**config.mk**
```make
export PLATFORM = sky130hd
export DESIGN_NAME = sa_deser
export DESIGN_NICKNAME = d
export VERILOG_FILES = /design/src/rtl/sa_pkg.sv /design/src/rtl/sa_deser.sv
export SDC_FILE = /design/constraint.sdc
export NUM_CORES = 1
export LEC_CHECK = 0
export CAP_MARGIN = 20
export CORE_ASPECT_RATIO = 0.75
export CORE_UTILIZATION = 35
export DETAILED_ROUTE_END_ITERATION = 8
export DONT_BUFFER_PORTS = 1
export GPL_ROUTABILITY_DRIVEN = 0
export HOLD_SLACK_MARGIN = 0.15
export PLACE_DENSITY = 0.5
export SLEW_MARGIN = 20
export SYNTH_ARGS = -nofsm -noshare
export SYNTH_HDL_FRONTEND = slang
export SYNTH_SLANG_ARGS = --single-unit
```
**constraint.sdc**
```tcl
create_clock -name clk -period 4.5 [get_ports clk]
set_input_delay 0.9 -clock clk [delete_from_list [all_inputs] [get_ports clk]]
set_output_delay 0.9 -clock clk [all_outputs]
set_load 0.1 [all_outputs]
```
**src/rtl/sa_pkg.sv**
```systemverilog
// ----------------------------------------------------------------------------
// sa_pkg
// Shared types and default sizing for the serial-add receive path.
//   sa_state_e : deserializer FSM states
//   SA_WIDTH   : default result width (serial bits per frame)
//   SA_CNT_W   : default bit-counter width (2**SA_CNT_W must exceed SA_WIDTH)
// ----------------------------------------------------------------------------
package sa_pkg;

    // state | meaning
    // IDLE  | waiting for a frame's first (LSB) bit
    // SHIFT | frame in progress, collecting bits 1..WIDTH-1
    // HOLD  | full word held on out_sum/out_cout, waiting for out_ready
    typedef enum logic [1:0] {
        IDLE  = 2'd0,
        SHIFT = 2'd1,
        HOLD  = 2'd2
    } sa_state_e;

    localparam int SA_WIDTH = 4;
    localparam int SA_CNT_W = 3;

endpackage

```
**src/rtl/sa_deser.sv**
```systemverilog
// ----------------------------------------------------------------------------
// sa_deser
// Receive end of the serial adder: gathers LSB-first sum bits and the final
// carry from the 1-bit full adder into a parallel word, then offers it
// downstream on a valid/ready handshake.
//
// Ports
//   clk        in   rising-edge clock
//   rst        in   asynchronous active-low reset
//   s_valid    in   serial inputs valid this cycle
//   s_bit      in   serial sum bit, LSB first
//   s_carry    in   adder carry after this bit
//   s_first    in   marks bit 0 of a frame
//   out_ready  in   downstream accepts the held word
//   out_valid  out  word held and valid
//   out_sum    out  assembled sum, bit i = i-th received bit
//   out_cout   out  carry sampled with the last bit
//   busy       out  frame in progress
//   frame_err  out  1-cycle pulse: s_first seen mid-frame
//   overrun    out  1-cycle pulse: input dropped while a word is held
// ----------------------------------------------------------------------------
module sa_deser
    import sa_pkg::*;
#(
    parameter int WIDTH = SA_WIDTH,
    parameter int CNT_W = SA_CNT_W
) (
    input  logic             clk,
    input  logic             rst,
    input  logic             s_valid,
    input  logic             s_bit,
    input  logic             s_carry,
    input  logic             s_first,
    input  logic             out_ready,
    output logic             out_valid,
    output logic [WIDTH-1:0] out_sum,
    output logic             out_cout,
    output logic             busy,
    output logic             frame_err,
    output logic             overrun
);

    localparam logic [CNT_W-1:0] LAST_IDX = CNT_W'(WIDTH - 1);

    sa_state_e        state, state_nxt;
    logic [CNT_W-1:0] count, count_nxt;
    logic [WIDTH-1:0] sum_nxt;
    logic             cout_nxt;
    logic             err_nxt;
    logic             ovr_nxt;
    logic             load;
    logic             start;

    assign start = s_valid & s_first;

    always_comb begin
        state_nxt = state;
        count_nxt = count;
        sum_nxt   = out_sum;
        cout_nxt  = out_cout;
        err_nxt   = 1'b0;
        ovr_nxt   = 1'b0;
        load      = 1'b0;

        case (state)
            IDLE: begin
                if (start) begin
                    load = 1'b1;
                end
            end
            SHIFT: begin
                if (s_valid) begin
                    if (s_first) begin
                        err_nxt = 1'b1;
                        load    = 1'b1;
                    end else begin
                        // Bits above count are zero since the frame start,
                        // so OR-ing the new bit in places it.
                        sum_nxt = out_sum | (WIDTH'(s_bit) << count);
                        if (count == LAST_IDX) begin
                            cout_nxt  = s_carry;
                            count_nxt = '0;
                            state_nxt = HOLD;
                        end else begin
                            count_nxt = count + 1'b1;
                        end
                    end
                end
            end
            HOLD: begin
                if (out_ready) begin
                    if (start) begin
                        load = 1'b1;
                    end else begin
                        state_nxt = IDLE;
                    end
                end else if (s_valid) begin
                    ovr_nxt = 1'b1;
                end
            end
            default: begin
                state_nxt = IDLE;
                count_nxt = '0;
            end
        endcase

        // Frame start: clear the whole word so stale upper bits never leak.
        if (load) begin
            sum_nxt = WIDTH'(s_bit);
            if (WIDTH == 1) begin
                cout_nxt  = s_carry;
                count_nxt = '0;
                state_nxt = HOLD;
            end else begin
                count_nxt = CNT_W'(1);
                state_nxt = SHIFT;
            end
        end
    end

    always_ff @(posedge clk or negedge rst) begin
        if (!rst) begin
            state     <= IDLE;
            count     <= '0;
            out_sum   <= '0;
            out_cout  <= 1'b0;
            out_valid <= 1'b0;
            busy      <= 1'b0;
            frame_err <= 1'b0;
            overrun   <= 1'b0;
        end else begin
            state     <= state_nxt;
            count     <= count_nxt;
            out_sum   <= sum_nxt;
            out_cout  <= cout_nxt;
            out_valid <= (state_nxt == HOLD);
            busy      <= (state_nxt == SHIFT);
            frame_err <= err_nxt;
            overrun   <= ovr_nxt;
        end
    end

endmodule

```
# Yosys cells after proc, flatten, opt, wreduce, memory -nomap -nowiden
# Index checks and enable logic that the tools add are counted.
# word_totals
ff_bits	14
# op_classes
n_addsub	1
n_eq_ne	9
shift	1
muxes	25
bitwise	3
reduce_logical	7
# op_table
operator	n
4-bit 2-to-1 mux	4
2-bit 2-to-1 mux	6
3-bit 2-to-1 mux	4
1-bit 2-to-1 mux	8
3-bit inequality test, second input constant	2
2-bit case mux with 3 select lines	1
3-bit case mux with 2 select lines	1
3-bit AND reduction	2
2-bit by 1-bit equality test with 1-bit output, second input constant	2
2-bit equality test, second input constant	2
2-bit by 1-bit inequality test with 1-bit output, second input constant	2
4-bit bitwise OR	1
4-bit AND reduction	1
2-bit nonzero test	2
1-bit by 3-bit << shifter with 4-bit output	1
3-bit by 1-bit adder with 3-bit output, second input constant	1
3-bit by 2-bit equality test with 1-bit output, second input constant	1
1-bit case mux with 3 select lines	1
2-bit logical NOT	1
2-bit OR reduction	1
1-bit bitwise AND	1
1-bit NOT	1

# Depth between registers and ports, before layout
# logic_depth
word_depth	7
depth_mapped	5

# Worst setup path after synthesis
# OpenSTA, ideal clock, no wires.
# synth_path
path_type	input to register
startpoint	input port s_valid
endpoint	register count[1]
arrival_time_ns	1.723
required_time_ns	4.408
setup_slack_ns	2.685
stages	3
n_path_buf	0
path_cell_list	and2_4 -> or4b_4 -> o31ai_2
# synth_between
elab_chain_cells	6
word_cells_on_any_way	10
cone_classes	eq/ne: 3; mux: 5; bitwise: 1; reduce/logical: 1
# synth_lines
item	line	text
from (decl)	sa_deser.sv:30	input logic s_valid,
1-bit bitwise AND	sa_deser.sv:54	assign start = s_valid & s_first;
1-bit 2-to-1 mux	sa_deser.sv:67, sa_deser.sv:92	
1-bit 2-to-1 mux	sa_deser.sv:91	if (out_ready) begin
1-bit case mux with 3 select lines	sa_deser.sv:65	case (state)
3-bit inequality test (no line) or 2-bit by 1-bit inequality test with 1-bit output (tied branches)	n/a	
3-bit AND reduction (no line)	n/a	
to (signal assigned)	sa_deser.sv:133	count <= count_nxt;
to (decl)	sa_deser.sv:46	logic [CNT_W-1:0] count, count_nxt;
# Several ways; a longest one is shown, not always the timed one.
# A chain may end at the register's enable or synchronous reset.

# Worst setup path after layout
# layout_path
startpoint	register out_sum[1]
endpoint	output port out_sum[1]
# layout_rtl
item	line	text
from (decl)	sa_deser.sv:36	output logic [WIDTH-1:0] out_sum,
from (signal assigned)	sa_deser.sv:134	out_sum <= sum_nxt;
# No word-level cell between the ends.

==> flow_summary.ini <==
[global_routing]
grt_usage_pct = 15.5
overflow = 0
grt_pass1_wl_microns = 2100
grt_max_degree = 15
grt_pass1_vias = 438
antenna_found_initial = 0

[clock_network]
clock_sinks = 14
clk_latency_ns = 0.29
cts_tree = yes
hold_buffers = 0
cts-buffers-inserted = 3
ctsHtreeMaxLevel = 1
path_clk_slew_ns = 0.09
clk_path_buf_depth = 2
postCtsResizedCells = 0
cts_setup_buffers = 0
cts_root_buffer = clkbuf_4

[route]
drcViolationCount = 0
via_per_inst = 5.31
finalWirelength_microns = 1320
via_count = 462
first_pass_iters = 3
detail-route-antenna-nets = 0
drt-initial-drc-count = 8
wire_per_inst_microns = 15.2

[pwr]
vdd_drop_max_uv = 318
p_leak_nw = 0.305
powerDensity_nw_per_um2 = 807

[critical_path]
ff2ff_setup_slack_ns = 2.72
endpoint_kind = output port
worst_ep_arrival_time_ns = 1.23
path_class = reg2out
worstPathRequired_ns = 3.60
start_kind = flop
r2r-end = out_cout$_DFFE_PN0P_
reg2reg_depth = 5
reg2reg_from = count[1]$_DFFE_PN0P_
cp.depth = 0
critPathMaxFanout = 2
critPathLaunch = out_sum[1]$_DFFE_PN0P_
crit_end = out_sum[1]

[final_layout]
drive_gt1_share_pct = 13.8
final_common_cell = dfrtp_1
fin_nets = 74
final_cell_mix = dfrtp_1 (14), nor2_1 (7), a21oi_1 (5)
n_antenna_cell = 0
area_growth_pct = 9.07
layout.cells.non_filler = 87

[floorplan]
dieWidth_microns = 51.7
core_sq_um = 1740
ios = 16
dieHeight_microns = 39.3
die-area_sq_um = 2030
initial_utilization_pct = 37.2
std_cell_rows = 13

[logic_synthesis]
syn_area_sq_um = 648
synth_cells = 62
synth_warnings = 0
synth_cell_type_count = 24
seq_area_frac_synth_pct = 54.1
synth_fp_nets = 70
syn_area_per_cell_sq_um = 10.5
ys_ff_latch = 14

[timing]
report.final.setup_viol = 0
rsz0062_at_grt = false
slew_headroom_pct = 40.3
report.final.slew_viol_count = 0
hold_viol_final = 0
worst_slack_ns = 2.37
finalCritPeriodShare_pct = 47.3
period_minus_slack_ns = 2.13
tightestPinTransition_ns = 0.896
finalSetupTns_ns = 0
fmax_mhz = 469
fin_worst_skew_ns = 0.00695

[placed_design]
dp_slack_ns = 2.67
port_buffers = 0
hpwl_microns = 955
dpl.cell_count = 83

[status]
status = completed

[hold_path]
hold_class = in2async

[job]
max-cap-violations = 0
-- sequential cells by signal, indices dropped and copies added (netlist names) --
| signal | count |
|---|---|
| state | 2 |
| out_cout | 1 |
| busy | 1 |
| out_sum | 4 |
| out_valid | 1 |
| count | 3 |
| frame_err | 1 |
| overrun | 1 |
-- cell usage after synthesis --
cell,count,area [sq um]
o21bai_1,2,15.0
nand2b_4,1,13.8
o21ai_0,4,20.0
nor2_1,7,26.3
o22ai_1,2,12.5
or4b_4,1,13.8
mux2_2,1,11.3
buf_2,1,5.00
and2_4,1,8.76
nand2b_1,2,12.5
a21o_1,1,7.51
o31ai_2,1,12.5
a31oi_1,3,18.8
o31ai_1,1,7.51
inv_1,1,3.75
nor3_1,4,20.0
nand2_1,4,15.0
nor2b_1,2,12.5
a21oi_1,5,25.0
o211ai_1,1,7.51
or2b_1,1,7.51
dfrtp_1,14,350
o31a_1,1,8.76
ha_1,1,12.5
-- routing by layer --
| metal | up-vias | part of all wire, % | track usage (%) |
|---|---|---|---|
| li1 | 233 | - | - |
| met1 | 213 | 48 | 16.9 |
| met2 | 14 | 44 | 25.3 |
| met3 | 2 | 7.3 | 8.91 |
| met4 | 0 | 0.91 | 6.08 |
| met5 | - | 0 | 0 |
-- where the power goes --
part | switching (W) | internal, W | total, W
logic | 0.0000529 | 0.0000578 | 0.000111
registers | 0.000209 | 0.000157 | 0.000366
clock network | 0.0000438 | 0.0000493 | 0.0000931
-- cell type report --
cell class / count / area (sq um)
Fill cell: 168 / 1030
Sequential cell: 14 / 350
Multi-Input combinational cell: 46 / 289
Clock buffer: 4 / 36.3
Tap cell: 22 / 27.5
Inverter: 1 / 3.75
-- stage by stage --
stage                     utilization (%)  hold slack, ns  total power [W]  instance area, sq um
after global placement               38.5           0.584         0.000477                   671
after detailed placement             38.5           0.584         0.000480                   671
after floorplan                         -           0.537         0.000458                   648
after global routing                 40.6           0.270         0.000599                   707
final                                40.6           0.293         0.000570                   707
after CTS                            40.6           0.285         0.000574                   707
-- kinds of logic (layout without fill, tap and decap cells) --
logic type,Yosys count,count (layout),synth area share [%]
and+or+nand+nor,23,23,20.1
AOI/OAI and AO/OA,21,21,20.8
buffers and inverters,2,5,1.35
adders and majority gates,1,1,1.93
muxes,1,1,1.74
DFF,14,14,54.1
-- worst min path at each step --
stage,from,to,slack (ns),cells past startpoint
floorplan,count[2]$_DFFE_PN0P_,count[2]$_DFFE_PN0P_,0.54,1
global placement,count[2]$_DFFE_PN0P_,count[2]$_DFFE_PN0P_,0.58,1
detailed placement,count[2]$_DFFE_PN0P_,count[2]$_DFFE_PN0P_,0.58,1
CTS,rst,overrun$_DFF_PN0_,0.29,0
global route,rst,overrun$_DFF_PN0_,0.27,0
finish,rst,overrun$_DFF_PN0_,0.29,0
No activity file was read; power rests on OpenSTA's default activity.
